File: config.mk
export PLATFORM = sky130hd
export DESIGN_NAME = ddr_port_arbiter_flat
export DESIGN_NICKNAME = d
export VERILOG_FILES = /design/src/rtl/ddr_arb_pkg.sv /design/src/rtl/ddr_port_arbiter_if.sv /design/src/rtl/ddr_arb_pick.sv /design/src/rtl/ddr_port_arbiter.sv /design/src/flat_wrapper.sv
export SDC_FILE = /design/constraint.sdc
export NUM_CORES = 1
export LEC_CHECK = 0
export CAP_MARGIN = 20
export CORE_AREA = 2 2 562 564
export DETAILED_ROUTE_END_ITERATION = 10
export DIE_AREA = 0 0 564 566
export DONT_BUFFER_PORTS = 1
export PLACE_DENSITY = 0.33
export SYNTH_ARGS = -nofsm -noshare
export SYNTH_HDL_FRONTEND = slang
export SYNTH_SLANG_ARGS = --single-unit
File: constraint.sdc
create_clock -name clk -period 1.9 [get_ports clk]
set_clock_uncertainty 0.2 [all_clocks]
set_input_delay 0.38 -clock clk [delete_from_list [all_inputs] [get_ports clk]]
set_output_delay 0.38 -clock clk [all_outputs]
set_load 0.01 [all_outputs]
File: src/rtl/ddr_arb_pkg.sv
// Shared types and DDR command encodings for the DDR user-port arbiter.
package ddr_arb_pkg;

  typedef enum logic [1:0] {IDLE, CMD, WDATA, RWAIT} arb_state_t;
  typedef enum logic {OWN_IF, OWN_MEM} arb_owner_t;

  localparam logic [2:0] DDR_CMD_RD = 3'd1;
  localparam logic [2:0] DDR_CMD_WR = 3'd0;

endpackage

File: src/rtl/ddr_port_arbiter_if.sv
// Requester and DDR user-port signals of the arbiter; slave = arbiter side, master = environment side.
interface ddr_port_arbiter_if #(
  parameter int ADDR_W = 29,
  parameter int DATA_W = 256,
  parameter int MASK_W = 32
);
  logic              calib_done_i;
  logic              if_req_i;
  logic [ADDR_W-1:0] if_addr_i;
  logic              if_gnt_o;
  logic [DATA_W-1:0] if_rdata_o;
  logic              if_rvalid_o;
  logic              mem_req_i;
  logic              mem_we_i;
  logic [ADDR_W-1:0] mem_addr_i;
  logic [DATA_W-1:0] mem_wdata_i;
  logic [MASK_W-1:0] mem_wmask_i;
  logic              mem_gnt_o;
  logic [DATA_W-1:0] mem_rdata_o;
  logic              mem_rvalid_o;
  logic              mem_wdone_o;
  logic              ddr_cmd_rdy_i;
  logic              ddr_cmd_en_o;
  logic [2:0]        ddr_cmd_o;
  logic [ADDR_W-1:0] ddr_addr_o;
  logic              ddr_wr_rdy_i;
  logic              ddr_wr_en_o;
  logic [DATA_W-1:0] ddr_wr_data_o;
  logic              ddr_wr_end_o;
  logic [MASK_W-1:0] ddr_wr_mask_o;
  logic [DATA_W-1:0] ddr_rd_data_i;
  logic              ddr_rd_valid_i;
  logic              ddr_rd_end_i;

  modport slave (
    input  calib_done_i, if_req_i, if_addr_i, mem_req_i, mem_we_i, mem_addr_i,
           mem_wdata_i, mem_wmask_i, ddr_cmd_rdy_i, ddr_wr_rdy_i, ddr_rd_data_i,
           ddr_rd_valid_i, ddr_rd_end_i,
    output if_gnt_o, if_rdata_o, if_rvalid_o, mem_gnt_o, mem_rdata_o, mem_rvalid_o,
           mem_wdone_o, ddr_cmd_en_o, ddr_cmd_o, ddr_addr_o, ddr_wr_en_o,
           ddr_wr_data_o, ddr_wr_end_o, ddr_wr_mask_o
  );

  modport master (
    output calib_done_i, if_req_i, if_addr_i, mem_req_i, mem_we_i, mem_addr_i,
           mem_wdata_i, mem_wmask_i, ddr_cmd_rdy_i, ddr_wr_rdy_i, ddr_rd_data_i,
           ddr_rd_valid_i, ddr_rd_end_i,
    input  if_gnt_o, if_rdata_o, if_rvalid_o, mem_gnt_o, mem_rdata_o, mem_rvalid_o,
           mem_wdone_o, ddr_cmd_en_o, ddr_cmd_o, ddr_addr_o, ddr_wr_en_o,
           ddr_wr_data_o, ddr_wr_end_o, ddr_wr_mask_o
  );
endinterface

File: src/rtl/ddr_arb_pick.sv
// Winner select between fetch and MEM: MEM-first with starvation guard, or round-robin
// when DDR_ARB_RR_EN is defined. Combinational pick; history updates on grant_i.
module ddr_arb_pick
  import ddr_arb_pkg::*;
#(
  parameter int STARVE_MAX = 4
) (
  input  logic       clk,
  input  logic       rst_n,
  input  logic       if_req_i,
  input  logic       mem_req_i,
  input  logic       grant_i,
  output arb_owner_t win_o
);

`ifdef DDR_ARB_RR_EN
  arb_owner_t last_q;

  // The side granted last loses the next tie.
  always_comb begin
    win_o = OWN_IF;
    if (mem_req_i && (!if_req_i || last_q == OWN_IF)) win_o = OWN_MEM;
  end

  always_ff @(posedge clk or negedge rst_n) begin
    if (!rst_n)       last_q <= OWN_IF;
    else if (grant_i) last_q <= win_o;
  end
`else
  localparam int CNT_W = $clog2(STARVE_MAX + 1);
  localparam logic [CNT_W-1:0] CNT_MAX = CNT_W'(STARVE_MAX);

  logic [CNT_W-1:0] starve_q, starve_d;

  always_comb begin
    win_o = OWN_IF;
    if (mem_req_i && !(if_req_i && starve_q == CNT_MAX)) win_o = OWN_MEM;
    starve_d = starve_q;
    if (grant_i) begin
      if (win_o == OWN_IF)                         starve_d = '0;
      else if (if_req_i && starve_q != CNT_MAX)    starve_d = starve_q + 1'b1;
    end
  end

  always_ff @(posedge clk or negedge rst_n) begin
    if (!rst_n) starve_q <= '0;
    else        starve_q <= starve_d;
  end
`endif

endmodule

File: src/rtl/ddr_port_arbiter.sv
// Shares one DDR3 user port between fetch (read) and MEM (read/write), one transaction at a time.
// Latency: gnt one cycle after request seen in IDLE, cmd_en one cycle after gnt. Option: DDR_ARB_RR_EN.
// Backpressure: cmd_en / wr_en held until cmd_rdy / wr_rdy; requesters hold req until their gnt.
module ddr_port_arbiter
  import ddr_arb_pkg::*;
#(
  parameter int ADDR_W     = 29,
  parameter int DATA_W     = 256,
  parameter int MASK_W     = 32,
  parameter int STARVE_MAX = 4
) (
  input logic              clk,
  input logic              rst_n,
  ddr_port_arbiter_if.slave arb_if
);

  arb_state_t        state_q;
  arb_owner_t        owner_q;
  arb_owner_t        win;
  logic [2:0]        cmd_q;
  logic [ADDR_W-1:0] addr_q;
  logic [DATA_W-1:0] wdata_q;
  logic [MASK_W-1:0] mask_q;
  logic [DATA_W-1:0] if_rdata_q, mem_rdata_q;
  logic              if_gnt_q, mem_gnt_q, cmd_en_q, wr_en_q, wdone_q;
  logic              if_rvalid_q, mem_rvalid_q;
  logic              grant;

  assign grant = (state_q == IDLE) && arb_if.calib_done_i && (arb_if.if_req_i || arb_if.mem_req_i);

  ddr_arb_pick #(.STARVE_MAX(STARVE_MAX)) u_pick (
    .clk       (clk),
    .rst_n     (rst_n),
    .if_req_i  (arb_if.if_req_i),
    .mem_req_i (arb_if.mem_req_i),
    .grant_i   (grant),
    .win_o     (win)
  );

  always_ff @(posedge clk or negedge rst_n) begin
    if (!rst_n) begin
      state_q      <= IDLE;
      owner_q      <= OWN_IF;
      cmd_q        <= '0;
      addr_q       <= '0;
      wdata_q      <= '0;
      mask_q       <= '0;
      if_rdata_q   <= '0;
      mem_rdata_q  <= '0;
      if_gnt_q     <= 1'b0;
      mem_gnt_q    <= 1'b0;
      cmd_en_q     <= 1'b0;
      wr_en_q      <= 1'b0;
      wdone_q      <= 1'b0;
      if_rvalid_q  <= 1'b0;
      mem_rvalid_q <= 1'b0;
    end else begin
      if_gnt_q     <= 1'b0;
      mem_gnt_q    <= 1'b0;
      wdone_q      <= 1'b0;
      if_rvalid_q  <= 1'b0;
      mem_rvalid_q <= 1'b0;
      case (state_q)
        IDLE: if (grant) begin
          owner_q <= win;
          state_q <= CMD;
          if (win == OWN_MEM) begin
            mem_gnt_q <= 1'b1;
            cmd_q     <= arb_if.mem_we_i ? DDR_CMD_WR : DDR_CMD_RD;
            addr_q    <= arb_if.mem_addr_i;
            wdata_q   <= arb_if.mem_wdata_i;
            mask_q    <= arb_if.mem_wmask_i;
          end else begin
            if_gnt_q  <= 1'b1;
            cmd_q     <= DDR_CMD_RD;
            addr_q    <= arb_if.if_addr_i;
          end
        end
        // First CMD cycle only raises cmd_en, giving the one-cycle gnt->cmd_en spacing.
        CMD: begin
          if (!cmd_en_q) begin
            cmd_en_q <= 1'b1;
          end else if (arb_if.ddr_cmd_rdy_i) begin
            cmd_en_q <= 1'b0;
            if (cmd_q == DDR_CMD_WR) begin
              wr_en_q <= 1'b1;
              state_q <= WDATA;
            end else begin
              state_q <= RWAIT;
            end
          end
        end
        WDATA: if (arb_if.ddr_wr_rdy_i) begin
          wr_en_q <= 1'b0;
          wdone_q <= 1'b1;
          state_q <= IDLE;
        end
        RWAIT: if (arb_if.ddr_rd_valid_i) begin
          if (owner_q == OWN_MEM) begin
            mem_rdata_q  <= arb_if.ddr_rd_data_i;
            mem_rvalid_q <= 1'b1;
          end else begin
            if_rdata_q   <= arb_if.ddr_rd_data_i;
            if_rvalid_q  <= 1'b1;
          end
          if (arb_if.ddr_rd_end_i) state_q <= IDLE;
        end
        default: state_q <= IDLE;
      endcase
    end
  end

  assign arb_if.if_gnt_o      = if_gnt_q;
  assign arb_if.if_rdata_o    = if_rdata_q;
  assign arb_if.if_rvalid_o   = if_rvalid_q;
  assign arb_if.mem_gnt_o     = mem_gnt_q;
  assign arb_if.mem_rdata_o   = mem_rdata_q;
  assign arb_if.mem_rvalid_o  = mem_rvalid_q;
  assign arb_if.mem_wdone_o   = wdone_q;
  assign arb_if.ddr_cmd_en_o  = cmd_en_q;
  assign arb_if.ddr_cmd_o     = cmd_q;
  assign arb_if.ddr_addr_o    = addr_q;
  assign arb_if.ddr_wr_en_o   = wr_en_q;
  assign arb_if.ddr_wr_end_o  = wr_en_q;
  assign arb_if.ddr_wr_data_o = wdata_q;
  assign arb_if.ddr_wr_mask_o = mask_q;

endmodule

File: src/flat_wrapper.sv
// flat-port wrapper written by rule: the top's interface ports become plain ports
module ddr_port_arbiter_flat import ddr_arb_pkg::*;
#(
  parameter int ADDR_W     = 29,
  parameter int DATA_W     = 256,
  parameter int MASK_W     = 32,
  parameter int STARVE_MAX = 4
)
  (clk, rst_n, arb_if_calib_done_i, arb_if_if_req_i, arb_if_if_addr_i, arb_if_mem_req_i, arb_if_mem_we_i, arb_if_mem_addr_i, arb_if_mem_wdata_i, arb_if_mem_wmask_i, arb_if_ddr_cmd_rdy_i, arb_if_ddr_wr_rdy_i, arb_if_ddr_rd_data_i, arb_if_ddr_rd_valid_i, arb_if_ddr_rd_end_i, arb_if_if_gnt_o, arb_if_if_rdata_o, arb_if_if_rvalid_o, arb_if_mem_gnt_o, arb_if_mem_rdata_o, arb_if_mem_rvalid_o, arb_if_mem_wdone_o, arb_if_ddr_cmd_en_o, arb_if_ddr_cmd_o, arb_if_ddr_addr_o, arb_if_ddr_wr_en_o, arb_if_ddr_wr_data_o, arb_if_ddr_wr_end_o, arb_if_ddr_wr_mask_o);
  ddr_port_arbiter_if #(.ADDR_W(ADDR_W), .DATA_W(DATA_W), .MASK_W(MASK_W)) arb_if_i ();
  input logic clk;
  input logic rst_n;
  input wire logic [$bits(arb_if_i.calib_done_i)-1:0] arb_if_calib_done_i;
  input wire logic [$bits(arb_if_i.if_req_i)-1:0] arb_if_if_req_i;
  input wire logic [$bits(arb_if_i.if_addr_i)-1:0] arb_if_if_addr_i;
  input wire logic [$bits(arb_if_i.mem_req_i)-1:0] arb_if_mem_req_i;
  input wire logic [$bits(arb_if_i.mem_we_i)-1:0] arb_if_mem_we_i;
  input wire logic [$bits(arb_if_i.mem_addr_i)-1:0] arb_if_mem_addr_i;
  input wire logic [$bits(arb_if_i.mem_wdata_i)-1:0] arb_if_mem_wdata_i;
  input wire logic [$bits(arb_if_i.mem_wmask_i)-1:0] arb_if_mem_wmask_i;
  input wire logic [$bits(arb_if_i.ddr_cmd_rdy_i)-1:0] arb_if_ddr_cmd_rdy_i;
  input wire logic [$bits(arb_if_i.ddr_wr_rdy_i)-1:0] arb_if_ddr_wr_rdy_i;
  input wire logic [$bits(arb_if_i.ddr_rd_data_i)-1:0] arb_if_ddr_rd_data_i;
  input wire logic [$bits(arb_if_i.ddr_rd_valid_i)-1:0] arb_if_ddr_rd_valid_i;
  input wire logic [$bits(arb_if_i.ddr_rd_end_i)-1:0] arb_if_ddr_rd_end_i;
  output wire logic [$bits(arb_if_i.if_gnt_o)-1:0] arb_if_if_gnt_o;
  output wire logic [$bits(arb_if_i.if_rdata_o)-1:0] arb_if_if_rdata_o;
  output wire logic [$bits(arb_if_i.if_rvalid_o)-1:0] arb_if_if_rvalid_o;
  output wire logic [$bits(arb_if_i.mem_gnt_o)-1:0] arb_if_mem_gnt_o;
  output wire logic [$bits(arb_if_i.mem_rdata_o)-1:0] arb_if_mem_rdata_o;
  output wire logic [$bits(arb_if_i.mem_rvalid_o)-1:0] arb_if_mem_rvalid_o;
  output wire logic [$bits(arb_if_i.mem_wdone_o)-1:0] arb_if_mem_wdone_o;
  output wire logic [$bits(arb_if_i.ddr_cmd_en_o)-1:0] arb_if_ddr_cmd_en_o;
  output wire logic [$bits(arb_if_i.ddr_cmd_o)-1:0] arb_if_ddr_cmd_o;
  output wire logic [$bits(arb_if_i.ddr_addr_o)-1:0] arb_if_ddr_addr_o;
  output wire logic [$bits(arb_if_i.ddr_wr_en_o)-1:0] arb_if_ddr_wr_en_o;
  output wire logic [$bits(arb_if_i.ddr_wr_data_o)-1:0] arb_if_ddr_wr_data_o;
  output wire logic [$bits(arb_if_i.ddr_wr_end_o)-1:0] arb_if_ddr_wr_end_o;
  output wire logic [$bits(arb_if_i.ddr_wr_mask_o)-1:0] arb_if_ddr_wr_mask_o;
  assign arb_if_i.calib_done_i = arb_if_calib_done_i;
  assign arb_if_i.if_req_i = arb_if_if_req_i;
  assign arb_if_i.if_addr_i = arb_if_if_addr_i;
  assign arb_if_i.mem_req_i = arb_if_mem_req_i;
  assign arb_if_i.mem_we_i = arb_if_mem_we_i;
  assign arb_if_i.mem_addr_i = arb_if_mem_addr_i;
  assign arb_if_i.mem_wdata_i = arb_if_mem_wdata_i;
  assign arb_if_i.mem_wmask_i = arb_if_mem_wmask_i;
  assign arb_if_i.ddr_cmd_rdy_i = arb_if_ddr_cmd_rdy_i;
  assign arb_if_i.ddr_wr_rdy_i = arb_if_ddr_wr_rdy_i;
  assign arb_if_i.ddr_rd_data_i = arb_if_ddr_rd_data_i;
  assign arb_if_i.ddr_rd_valid_i = arb_if_ddr_rd_valid_i;
  assign arb_if_i.ddr_rd_end_i = arb_if_ddr_rd_end_i;
  assign arb_if_if_gnt_o = arb_if_i.if_gnt_o;
  assign arb_if_if_rdata_o = arb_if_i.if_rdata_o;
  assign arb_if_if_rvalid_o = arb_if_i.if_rvalid_o;
  assign arb_if_mem_gnt_o = arb_if_i.mem_gnt_o;
  assign arb_if_mem_rdata_o = arb_if_i.mem_rdata_o;
  assign arb_if_mem_rvalid_o = arb_if_i.mem_rvalid_o;
  assign arb_if_mem_wdone_o = arb_if_i.mem_wdone_o;
  assign arb_if_ddr_cmd_en_o = arb_if_i.ddr_cmd_en_o;
  assign arb_if_ddr_cmd_o = arb_if_i.ddr_cmd_o;
  assign arb_if_ddr_addr_o = arb_if_i.ddr_addr_o;
  assign arb_if_ddr_wr_en_o = arb_if_i.ddr_wr_en_o;
  assign arb_if_ddr_wr_data_o = arb_if_i.ddr_wr_data_o;
  assign arb_if_ddr_wr_end_o = arb_if_i.ddr_wr_end_o;
  assign arb_if_ddr_wr_mask_o = arb_if_i.ddr_wr_mask_o;
  ddr_port_arbiter #(.ADDR_W(ADDR_W), .DATA_W(DATA_W), .MASK_W(MASK_W), .STARVE_MAX(STARVE_MAX)) u_core (.clk(clk), .rst_n(rst_n), .arb_if(arb_if_i));
endmodule
# Word level (Yosys, flattened, before mapping)
# Index checks and enable logic that the tools add are counted.
# classes
n_addsub	1
n_eq_ne	13
muxes	35
bitwise	1
reduce_logical	17
# ops
op	n
$mux W29	1
$mux W1	23
$mux W2	6
$ne A2 B2 Y1 const B	5
$mux W3	3
$reduce_and A3 Y1	3
$pmux W2 S4	1
$ne A2 B1 Y1 const B	3
$reduce_and A6 Y1	1
$logic_and A1 B1 Y1	5
$reduce_and A5 Y1	1
$eq A2 B2 Y1 const B	2
$reduce_and A2 Y1	2
$add A3 B1 Y3 const B	1
$eq A3 B3 Y1 const B	1
$logic_not A3 Y1	1
$ne A3 B3 Y1 const B	1
$eq A2 B1 Y1 const B	1
$logic_not A2 Y1	1
$pmux W1 S2	1
$reduce_bool A2 Y1	1
$logic_not A1 Y1	1
$logic_or A1 B1 Y1	1
$not A1 Y1	1
# totals
regBits	845
inputBits	612
output_inout_bits	840

# Depth between registers and ports, before layout
# Gate-level depths: netlist of the first run.
# logic_depth
depth_word	8
ltp_mapped	8
depth_no_buf	5

# By module
# A second synthesis of the first run with hierarchy kept.
# hier_totals
hier_cells	2383
area_unflattened_um2	31815.5
# modules_own_cells
module	n_inst	cells_per_inst	area_per_inst_um2	seq_area_each_um2
ddr_port_arbiter	1	2365	31626.6	21020.2
ddr_arb_pick	1	18	188.9	75.1

# Worst setup path before layout of the first run
# No wires, ideal clock.
# synth_timing
kind	register -> register
start	register u_core.state_q[0]
end	register u_core.wdata_q[100], in the netlist u_core.arb_if.ddr_wr_data_o[100]
setup_ps	127
arrival_ps	1655
required_time_ps	1573
slack_ps	-82
path_stages_with_launch	8
n_path_buf	4
period_less_slack_ps	1982
cell_sequence	dfrtp_1 -> buf_6 -> nor3b_4 -> and3_1 -> buf_4 -> buf_12 -> buf_12 -> mux2_1
# synth_between
elab_chain_len	4
# synth_rtl
element	line_no	source
from (decl)	ddr_port_arbiter.sv:17	arb_state_t state_q;
from (signal assigned)	ddr_port_arbiter.sv:42	state_q <= IDLE;
from (signal assigned)	ddr_port_arbiter.sv:66	state_q <= CMD;
from (signal assigned)	ddr_port_arbiter.sv:87	state_q <= WDATA;
$logic_not A2 Y1 *	ddr_port_arbiter.sv:29, ddr_port_arbiter.sv:63	
$logic_and A1 B1 Y1 (2 in series)	ddr_port_arbiter.sv:29	assign grant = (state_q == IDLE) && arb_if.calib_done_i && (arb_if.if_req_i || arb_if.mem_req_i);
$reduce_and A3 Y1 (no line) *	n/a	
to (signal assigned)	ddr_port_arbiter.sv:71	wdata_q <= arb_if.mem_wdata_i;
to (decl)	ddr_port_arbiter.sv:22	logic [DATA_W-1:0] wdata_q;
# Mark *: on every way between the ends. The rest lies on a longest branch, timed or not.
# A chain may end at the register's enable or synchronous reset.

# Worst setup path in the final report of the first run
# layout_timing
start	register u_core.u_pick.starve_q[0]
end	register u_core.wdata_q[19], in the netlist u_core.arb_if.ddr_wr_data_o[19]
# layout_between
elab_chain_len	6
# layout_rtl
element	line_no	source
from (decl)	ddr_arb_pick.sv:33	logic [CNT_W-1:0] starve_q, starve_d;
from (signal assigned)	ddr_arb_pick.sv:47	else starve_q <= starve_d;
$eq A3 B3 Y1	ddr_arb_pick.sv:37	if (mem_req_i && !(if_req_i && starve_q == CNT_MAX)) win_o = OWN_MEM;
$logic_and A1 B1 Y1	ddr_arb_pick.sv:37	
$logic_not A1 Y1	ddr_arb_pick.sv:37	
$logic_and A1 B1 Y1	ddr_arb_pick.sv:37	
$mux W1	ddr_arb_pick.sv:37	
$reduce_and A3 Y1 (no line)	n/a	
# No other way between the ends.

==> reports/results.ini, run 1 <==
[critical_path]
critical-path-slowest-cell = dfrtp_1
endpoint_kind = flop
worst_setup_path_start_kind = flop
path_common_cell = buf_12
crit_start = u_core.u_pick.starve_q[0]
cp.required_ns = 2.39
r2r_start = u_core.u_pick.starve_q[0]
max_stage_delay_ns = 0.38
arrival_ns = 2.71
cp_cell_sequence = inv_1 > ha_2 > nand3_2 > and3_4 > buf_12 > buf_12 > buf_12 > buf_12 > buf_16 > mux2_4
crit_fanout = 6
critical_path_class = reg2reg

[synth]
synth_area_sq_um = 32000
synth_area_leaders = dfrtp_1 (66%), mux2_2 (10%), nand2_1 (9.1%)
async_reset_ff_share_pct = 100
seq_area_frac_synth_pct = 65.9
avgSynthCellArea_sq_um = 13.4
yosysWarnings = 0
synth_flop_cell = dfrtp_1
yosys.area.top_type = dfrtp_1
syn_inst = 2396
synth_edf_count = 0
synth_common_cells = dfrtp_1 (843), nand2_1 (778), mux2_2 (287), mux2_1 (258), buf_2 (43)
synth_top_area_share_pct = 65.9
yosys.cell_count.top_type = dfrtp_1
ys_seq_elements = 843
synth_cell_types = 35

[cts]
root_buffer = clkbuf_16
clock_latency_ns = 0.82
cts.sinks = 843
clk_pin_slew_ns = 0.06
cts_tree = yes
cts_buffers = 112
h-tree-depth = 3
cts_buffer_depth = 4

[drt]
via_count = 24416
totalWireLength_um = 209000
antenna_left = 0
drc_errors = 0
drtPass1Iterations = 4
routed_via_density = 3.12
drtIter0Drc = 1257
wl_per_cell_um = 26.7

[global_routing]
grt-ovfl-total = 0
grt_start_max_net_pins = 58
grt_util_all_layers_pct = 12.4
grt_pass1_wl_um = 264000
first_global_vias = 26014
antenna_found_initial = 122

[pwr]
power_leakage_nw = 22.7
ir_drop_mv = 0.800
total_power_mw = 84.6
pwr_density_cell_nw_per_um2 = 1580

[sta]
rsz0062_at_grt = true
fin_crit_ns = 2.22
slew_viol_final = 0
fmax_mhz = 451
worstMarginPinSlew_ns = 0.506
hold_viol = 0
tns_ns = -95.90
period_share_pct = 117
relSlewSlack_pct = 66.2
setup_viol = 844
worst_slack_ns = -0.316
fin_hold_ws_ns = 0.0675

[run]
drv_cap = 0

[place]
port_buffers = 0
gp_congestion = 0.957
dp_hpwl_um = 167000
placed_area_sq_um = 38400

[run_status]
status = finished with violations
violations = negative setup slack

[floorplan]
initial_utilization_pct = 10.2
dieArea_sq_um = 319000
io_pins = 1452
fp.dieH_um = 566
die_width_um = 564
core-area_sq_um = 313000
std_cell_rows = 206

[cells_and_area]
drive_gt1_share_pct = 25.9
fin_nets = 4158
syn_to_final_growth_pct = 66.7
final_area_sq_um = 53400
post-route-util_pct = 17.0
nFillCells = 34476

[worst_hold_path]
hold_class = in2reg
hp-start = arb_if_mem_wdata_i[201]

[path summary, 6_finish.rpt]
kind | to | slack, ns | cells after the start
max | u_core.arb_if.ddr_wr_data_o[19] | -0.32 | 10
min in group asynchronous | u_core.arb_if.ddr_wr_data_o[189] | 0.23 | 3
max in group asynchronous | u_core.arb_if.if_rdata_o[61] | 0.48 | 3
min | u_core.arb_if.ddr_wr_data_o[201] | 0.07 | 2
min reg2reg | u_core.arb_if.mem_rdata_o[93] | 0.35 | 2
max reg2reg | u_core.arb_if.ddr_wr_data_o[19] | -0.32 | 10
[registers in the layout (all words and copies together) (netlist names)]
signal / count
u_core.arb_if.ddr_wr_en_o: 1
u_core.arb_if.if_gnt_o: 1
u_core.arb_if.ddr_cmd_o: 1
u_core.arb_if.ddr_cmd_en_o: 1
u_core.arb_if.if_rdata_o: 256
u_core.arb_if.mem_wdone_o: 1
u_core.arb_if.mem_rvalid_o: 1
u_core.arb_if.mem_gnt_o: 1
u_core.arb_if.ddr_wr_data_o: 256
u_core.arb_if.ddr_wr_mask_o: 32
u_core.state_q: 2
u_core.arb_if.mem_rdata_o: 256
u_core.arb_if.ddr_addr_o: 29
u_core.u_pick.starve_q: 3
u_core.arb_if.if_rvalid_o: 1
u_core.owner_q: 1
[power breakdown]
part           total (mW)  internal (mW)  leakage, nW  switching, mW
registers            45.3           27.3         10.2           18.0
logic                17.5           10.2         10.7           7.31
clock network        21.8           12.7         1.81           9.05
total                84.6           50.2         22.7           34.4
[final cells by class]
type	count	area (sq um)	share of cell area, %
multi-input combinational	1416	10400	19.4
antenna	40	100	0.187
sequential	843	21300	39.9
inverter	4	48.8	0.0914
clock inverter	37	435	0.816
timing repair inverter	1	20.0	0.0375
timing repair buffer	1166	12600	23.7
clock buffer	164	3270	6.12
tap	4160	5200	9.75
[worst max-delay path: cells and delay by family (launching register included)]
family / cells / cell delay, ns
buffers and inverters: 6 / 0.74
DFF: 1 / 0.38
muxes: 1 / 0.29
and+or+nand+nor: 2 / 0.26
adders and majority gates: 1 / 0.19
[stage by stage]
stage,setup slack (ns),instances
final,-0.316,7831
after floorplan,-0.0536,2397
after global placement,-0.356,6598
after global routing,-0.351,7814
after detailed placement,-0.297,6598
after CTS,-0.297,7747
[layout by cell type, fill, tap and decap left out, types with 15 or more instances in the layout]
master         instances
dlygate4sd3_1        941
dfrtp_4               20
dfrtp_1              705
clkbuf_8              27
clkbuf_1              25
mux2_2               249
dfrtp_2              118
buf_4                106
a21boi_0              29
buf_12                68
clkbuf_16            127
buf_8                 15
mux2_1               155
a221o_1               29
diode_2               40
mux2_4               141
nand2_1              778
[repair_timing]
action | CTS | global route
hold buffers | 941 | 0
endpoints found under the hold margin | 1684 | 0
resized for setup | 143 | 224
setup endpoints to repair | 1445 | 1404
setup buffers | 4 | 25
cloned | 3 | 21
pin swaps | 1 | 27
[per-layer routing]
layer	up-vias	wire, um	track usage, %
met5	-	376	0
met3	312	37000	9.51
met4	56	5580	3.18
met1	12353	71600	12.6
met2	1351	94200	19.7
li1	10344	-	-
[cell families after synthesis]
kind of cell	after synthesis	share of synthesized area, %
compound gates	70	1.82
flops	843	65.9
fa+ha+maj	2	0.0781
simple gates	797	9.51
buf+inv	138	3.55
other cells	1	0.0117
mux	545	19.2
(Power assumes the default switching activity.)
==> run 2: changes to the inputs <==
CELL_PAD_IN_SITES_DETAIL_PLACEMENT = 1   (was not set)
CELL_PAD_IN_SITES_GLOBAL_PLACEMENT = 1   (was not set)
CORE_AREA = 2 2 568 570   (was 2 2 562 564)
DIE_AREA = 0 0 570 572   (was 0 0 564 566)
PLACE_DENSITY = 0.36   (was 0.33)
==> run 2 against run 1 <==
Effect of this change: the run ends with negative hold slack, negative setup slack left; sequential power shrank 3%; power decreased by 2.6%; largest cell class unchanged; design area shrank 2.4%; clock power up 4%; flip-flop and latch count is the same; combinational power fell by 9.7%; count of clock-buffer cells in the layout rose by 2; non-clock buffer count decreased by 113.
==> reports/results.ini, run 2 (synthesized netlist as in run 1, its figures left out) <==
[global_routing]
grt_util_all_layers_pct = 11.8  ; -0.59 points
antenna_found_initial = 131  ; +7.4%
grt_pass1_wl_um = 259000  ; -1.8%
grt_start_max_net_pins = 201  ; +250%
first_global_vias = 26145  ; +0.50%
grt-ovfl-total = 0  ; unchanged

[drt]
antenna_left = 0  ; unchanged
drc_errors = 0  ; unchanged
routed_via_density = 3.09  ; -0.77%
wl_per_cell_um = 26.4  ; -0.96%
drtIter0Drc = 1243  ; -1.1%
totalWireLength_um = 206000  ; -1.6%
drtPass1Iterations = 5  ; +1
via_count = 24076  ; -1.4%

[sta]
worst_slack_ns = -0.279  ; +0.0372 ns
rsz0062_at_grt = true
setup_viol = 857  ; +1.5%
slew_viol_final = 0  ; unchanged
fmax_mhz = 459  ; +1.7%
fin_hold_ws_ns = -0.725  ; -0.793 ns
fin_crit_ns = 2.18  ; -0.0372 ns
worstMarginPinSlew_ns = 1.15  ; +0.639 ns
period_share_pct = 115  ; -2.0 points
tns_ns = -111.19  ; -15.30 ns
hold_viol = 412  ; +412
relSlewSlack_pct = 23.6  ; -43 points

[floorplan]
std_cell_rows = 208  ; +0.97%
dieArea_sq_um = 326000  ; +2.1%
io_pins = 1452  ; unchanged
fp.dieH_um = 572  ; +1.1%
die_width_um = 570  ; +1.1%
initial_utilization_pct = 10.0  ; -0.21 points
core-area_sq_um = 320000  ; +2.1%

[critical_path]
critical_path_class = reg2reg
cp_cell_sequence = buf_6 > nor3b_4 > and3_4 > buf_4 > buf_12 > clkbuf_16 > mux2_1
r2r_start = u_core.state_q[0]
crit_start = u_core.state_q[0]
max_stage_delay_ns = 0.39  ; about the same
worst_setup_path_start_kind = flop
path_delay_family = buffers and inverters
arrival_ns = 2.70  ; about the same
critical-path-slowest-cell = dfrtp_1
crit_fanout = 8  ; +2
endpoint_kind = flop
crit_buf_inv = 4  ; -2
cp.required_ns = 2.42  ; +0.03 ns

[cts]
cts_buffers = 115  ; +2.7%
cts.sinks = 843  ; unchanged
cts_buffer_depth = 4  ; unchanged
clock_latency_ns = 0.83  ; about the same
cts_tree = yes
h-tree-depth = 3  ; unchanged
clk_pin_slew_ns = 0.07  ; about the same
root_buffer = clkbuf_16

[place]
gp_congestion = 0.968  ; +1.1%
dp_hpwl_um = 158000  ; -5.9%
placed_area_sq_um = 37800  ; -1.6%
port_buffers = 0  ; unchanged
dp_cells = 6591  ; -0.11%

[run_status]
violations = negative hold slack, negative setup slack
status = finished with violations

[worst_hold_path]
hold_class = in2async

[pwr]
power_leakage_nw = 22.1  ; -2.5%
total_power_mw = 82.4  ; -2.6%
pwr_density_cell_nw_per_um2 = 1580  ; -0.20%
ir_drop_mv = 0.706  ; -12%

[cells_and_area]
fin_nets = 4048  ; -2.6%
nFillCells = 36181  ; +4.9%
final_cells = 7782  ; -0.63%
drive_gt1_share_pct = 22.6  ; -3.3 points
final_area_sq_um = 52100  ; -2.4%
final_cell_mix = dlygate4sd3_1 (886), dfrtp_1 (772), nand2_1 (765), mux2_2 (279), mux2_1 (194)
syn_to_final_growth_pct = 62.7
final_common_cell = dlygate4sd3_1

[run]
drv_cap = 0  ; unchanged

-- run 2: changes by cell type in the layout (fill, tap and decap cells not counted), moves of 16 or more --
cell           change
mux2_4            -69
dfrtp_1           +67
dfrtp_2           -58
dlygate4sd3_1     -55
mux2_1            +39
mux2_2            +30
buf_4             -29
buf_12            -28
diode_2           +16
-- run 2: power by group --
group          leakage [nW]  internal, mW  switching, mW  total (mW)
Combinational          10.0          8.99           6.80        15.8
Sequential             10.3          27.1           16.7        43.8
Clock                  1.88          13.4           9.31        22.7
-- run 2: final timing paths --
check,endpoint,slack [ns],cells past startpoint
max,u_core.arb_if.ddr_wr_data_o[75],-0.28,7
min,u_core.arb_if.ddr_addr_o[6],-0.73,1
max reg2reg,u_core.arb_if.ddr_wr_data_o[75],-0.28,7
min reg2reg,u_core.arb_if.if_rdata_o[169],0.32,1
max in group asynchronous,u_core.arb_if.mem_rdata_o[111],0.22,3
min in group clk,u_core.arb_if.ddr_addr_o[24],0.06,2
-- run 2: worst register-to-register path, stage by stage, from the launching register on --
cell	delay [ns]
dfrtp_1	0.39
buf_6	0.13
nor3b_4	0.20
and3_4	0.31
buf_4	0.16
buf_12	0.15
clkbuf_16	0.20
mux2_1	0.34
-- run 2: timing repair --
action                                  4_1_cts  5_1_grt
gates resized for setup                     150       60
pin swaps                                     2        1
gates cloned                                  7       17
endpoints found under the setup margin     1782     1564
hold buffers                                885        1
hold endpoints to repair                    983      415
buffers inserted                              9        8
-- run 2: per-stage QoR --
stage / hold slack [ns] / setup slack (ns) / util, %
2_1_floorplan: -0.116 / -0.0536 / -
3_3_place_gp: -0.0853 / -0.301 / 11.8
4_1_cts: -0.660 / -0.282 / 16.0
6_report: -0.725 / -0.279 / 16.3
3_5_place_dp: 0.272 / -1.18 / 11.8
5_1_grt: -0.752 / -0.364 / 16.3
-- run 2: per-layer routing --
metal  GRT usage, %  part of all wire [%]  vias up
met1           12.4                    35    12223
met2           18.7                    45     1358
met3           8.16                    17      302
met4           3.65                   2.8       42
li1               -                     -    10151
met5              0                  0.13        -
-- run 2: area by class of cell --
type	instances	area [sq um]	share of cell area [%]
antenna	56	140	0.269
clock buffer	166	3340	6.41
clock inverter	43	539	1.04
inverter	4	43.8	0.0841
multi-input combinational	1416	10100	19.5
sequential	843	21200	40.7
tap	4200	5260	10.1
timing repair buffer	1053	11400	21.9
timing repair inverter	1	11.3	0.0216
==> run 3: changes to the inputs <==
RECOVER_POWER = 50   (was not set)
==> run 3 against run 2 <==
Effect of this change: the flow finishes with violations (negative hold slack, max-capacitance violations, max-slew violations, negative setup slack); highest routed layer unchanged; count of clock-buffer cells in the layout unchanged; worst setup slack worse by 0.0034 ns; critical path depth did not move; register-to-register slack about the same; global-route usage unchanged; via count up 0.36%; sequential share of layout area grew 0.058 points; largest cell class unchanged; wire length about the same; critical path type unchanged; non-clock buffer count unchanged; core utilization hardly changed; sequential power is essentially flat; first-iteration DRC count increased by 2.6%.
==> reports/results.ini, run 3 (synthesized netlist as in run 1, its figures left out) <==
[floorplan]
dieArea_sq_um = 326000  ; unchanged
core-area_sq_um = 320000  ; unchanged
initial_utilization_pct = 10.0  ; unchanged
fp.dieH_um = 572  ; unchanged
std_cell_rows = 208  ; unchanged
die_width_um = 570  ; unchanged
io_pins = 1452  ; unchanged

[run_status]
violations = negative hold slack, max-capacitance violations, max-slew violations, negative setup slack
status = finished with violations

[sta]
slew_viol_final = 186  ; +186
fin_hold_ws_ns = -0.696  ; +0.0294 ns
period_share_pct = 115  ; +0.18 points
setup_viol = 854  ; -0.35%
fin_crit_ns = 2.18  ; +0.00344 ns
fmax_mhz = 458  ; -0.16%
worstMarginPinSlew_ns = 2.04  ; +0.893 ns
worst_slack_ns = -0.283  ; -0.00344 ns
rsz0062_at_grt = true
relSlewSlack_pct = -35.9  ; -60 points
hold_viol = 260  ; -37%

[cells_and_area]
fin_nets = 4048  ; unchanged
syn_to_final_growth_pct = 62.4
final_cell_mix = dlygate4sd3_1 (886), dfrtp_1 (772), nand2_1 (765), mux2_2 (279), mux2_1 (194)
final_common_cell = dlygate4sd3_1
drive_gt1_share_pct = 22.6  ; unchanged
post-route-util_pct = 16.3  ; -0.023 points

[critical_path]
crit_fanout = 8  ; unchanged
r2r_cells = 7  ; unchanged
endpoint_kind = flop
worst_setup_path_start_kind = flop
r2r_start = u_core.state_q[1]
arrival_ns = 2.70  ; about the same
r2r_setup_slack_ns = -0.28  ; about the same
cp.required_ns = 2.42  ; about the same
critical_path_class = reg2reg
worstReg2RegEnd = u_core.arb_if.ddr_wr_data_o[75]

[pwr]
pwr_density_cell_nw_per_um2 = 1580  ; +0.12%
ir_drop_mv = 0.703  ; -0.41%
power_leakage_nw = 22.1  ; -0.10%

[place]
dp_hpwl_um = 158000  ; unchanged
port_buffers = 0  ; unchanged
gp_congestion = 0.968  ; unchanged

[cts]
clk_pin_slew_ns = 0.06  ; about the same
root_buffer = clkbuf_16
cts.sinks = 843  ; unchanged
cts_buffers = 115  ; unchanged
clock_latency_ns = 0.83  ; about the same
cts_buffer_depth = 4  ; unchanged
h-tree-depth = 3  ; unchanged
cts_tree = yes

[drt]
routed_via_density = 3.11  ; +0.46%
drc_errors = 0  ; unchanged
antenna_left = 0  ; unchanged
via_count = 24163  ; +0.36%
drtPass1Iterations = 5  ; unchanged
totalWireLength_um = 206000  ; about the same
wl_per_cell_um = 26.4  ; +0.14%
drtIter0Drc = 1275  ; +2.6%

[global_routing]
grt-ovfl-total = 0  ; unchanged
first_global_vias = 26145  ; unchanged
grt_util_all_layers_pct = 11.8  ; unchanged
antenna_found_initial = 131  ; unchanged
grt_pass1_wl_um = 259000  ; unchanged
grt_start_max_net_pins = 201  ; unchanged

[run]
drv_cap = 1  ; +1

[worst_hold_path]
hold_class = in2async

==> run 3: cell count changes in the layout (fill, tap and decap cells not counted) <==
cell	previous run	this run
diode_2	56	48
clkbuf_2	0	1
buf_16	19	18
buf_6	7	8
clkbuf_4	0	1
clkbuf_16	130	128
==> run 3: stage by stage <==
| stage | setup WS [ns] | total power, mW | instance area [sq um] | std cells | setup TNS (ns) |
|---|---|---|---|---|---|
| finish | -0.283 | 82.4 | 52000 | 7774 | -109.57 |
| global placement | -0.301 | 56.3 | 37600 | 6586 | -127.48 |
| floorplan | -0.0536 | 45.3 | 32100 | 2397 | -14.03 |
| global route | -0.364 | 87.6 | 52000 | 7751 | -237.91 |
| detailed placement | -1.18 | 57.0 | 37800 | 6591 | -488.51 |
| CTS | -0.282 | 83.5 | 51200 | 7701 | -225.75 |
==> run 3: area by class of cell <==
type	instances	area [sq um]
fillers	36187	268000
flip-flops and latches	843	21200
repair buffers	1053	11300
multi-input cells	1416	10100
well taps	4200	5260
clock buffers	166	3340
clock inverters	43	539
diodes	48	120
inverters	4	43.8
repair inverters	1	11.3
==> run 3: how the worst max path moves through the flow <==
stage,from,endpoint,slack [ns]
6_report,u_core.state_q[1],u_core.arb_if.ddr_wr_data_o[75],-0.28
2_1_floorplan,u_core.state_q[0],u_core.arb_if.ddr_wr_data_o[108],-0.05
3_5_place_dp,rst_n,u_core.arb_if.if_rdata_o[48],-1.18
4_1_cts,u_core.state_q[0],u_core.arb_if.ddr_wr_mask_o[0],-0.28
3_3_place_gp,u_core.state_q[1],u_core.arb_if.ddr_wr_data_o[54],-0.30
5_1_grt,u_core.state_q[1],u_core.arb_if.ddr_wr_data_o[122],-0.36
==> run 3: where the power goes <==
part / total (mW) / switching, mW / leakage, nW / internal, mW
Combinational: 15.8 / 6.78 / 9.98 / 8.98
Clock: 22.7 / 9.30 / 1.88 / 13.4
Sequential: 43.9 / 16.8 / 10.3 / 27.1
==> run 3: repair_timing <==
item                                    in CTS  in global routing
pin swaps                                    2                  1
setup buffers                                9                  8
gates resized for setup                    150                 60
hold buffers                               885                  1
cloned                                       7                 17
hold endpoints to repair                   983                415
endpoints found under the setup margin    1782               1564
==> run 3: critical path: stages, from the launching register on <==
cell and delay, ns:
dfrtp_1 0.40, buf_6 0.14, nor3b_4 0.18, and3_4 0.31, buf_4 0.15, buf_12 0.14, clkbuf_16 0.19, mux2_1 0.33
==> run 3: per-layer routing <==
metal | share of wire, % | vias to the layer above | global-route usage, %
li1 | - | 10142 | -
met1 | 35 | 12269 | 12.4
met2 | 45 | 1408 | 18.7
met3 | 17 | 302 | 8.16
met4 | 2.8 | 42 | 3.65
met5 | 0.13 | - | 0
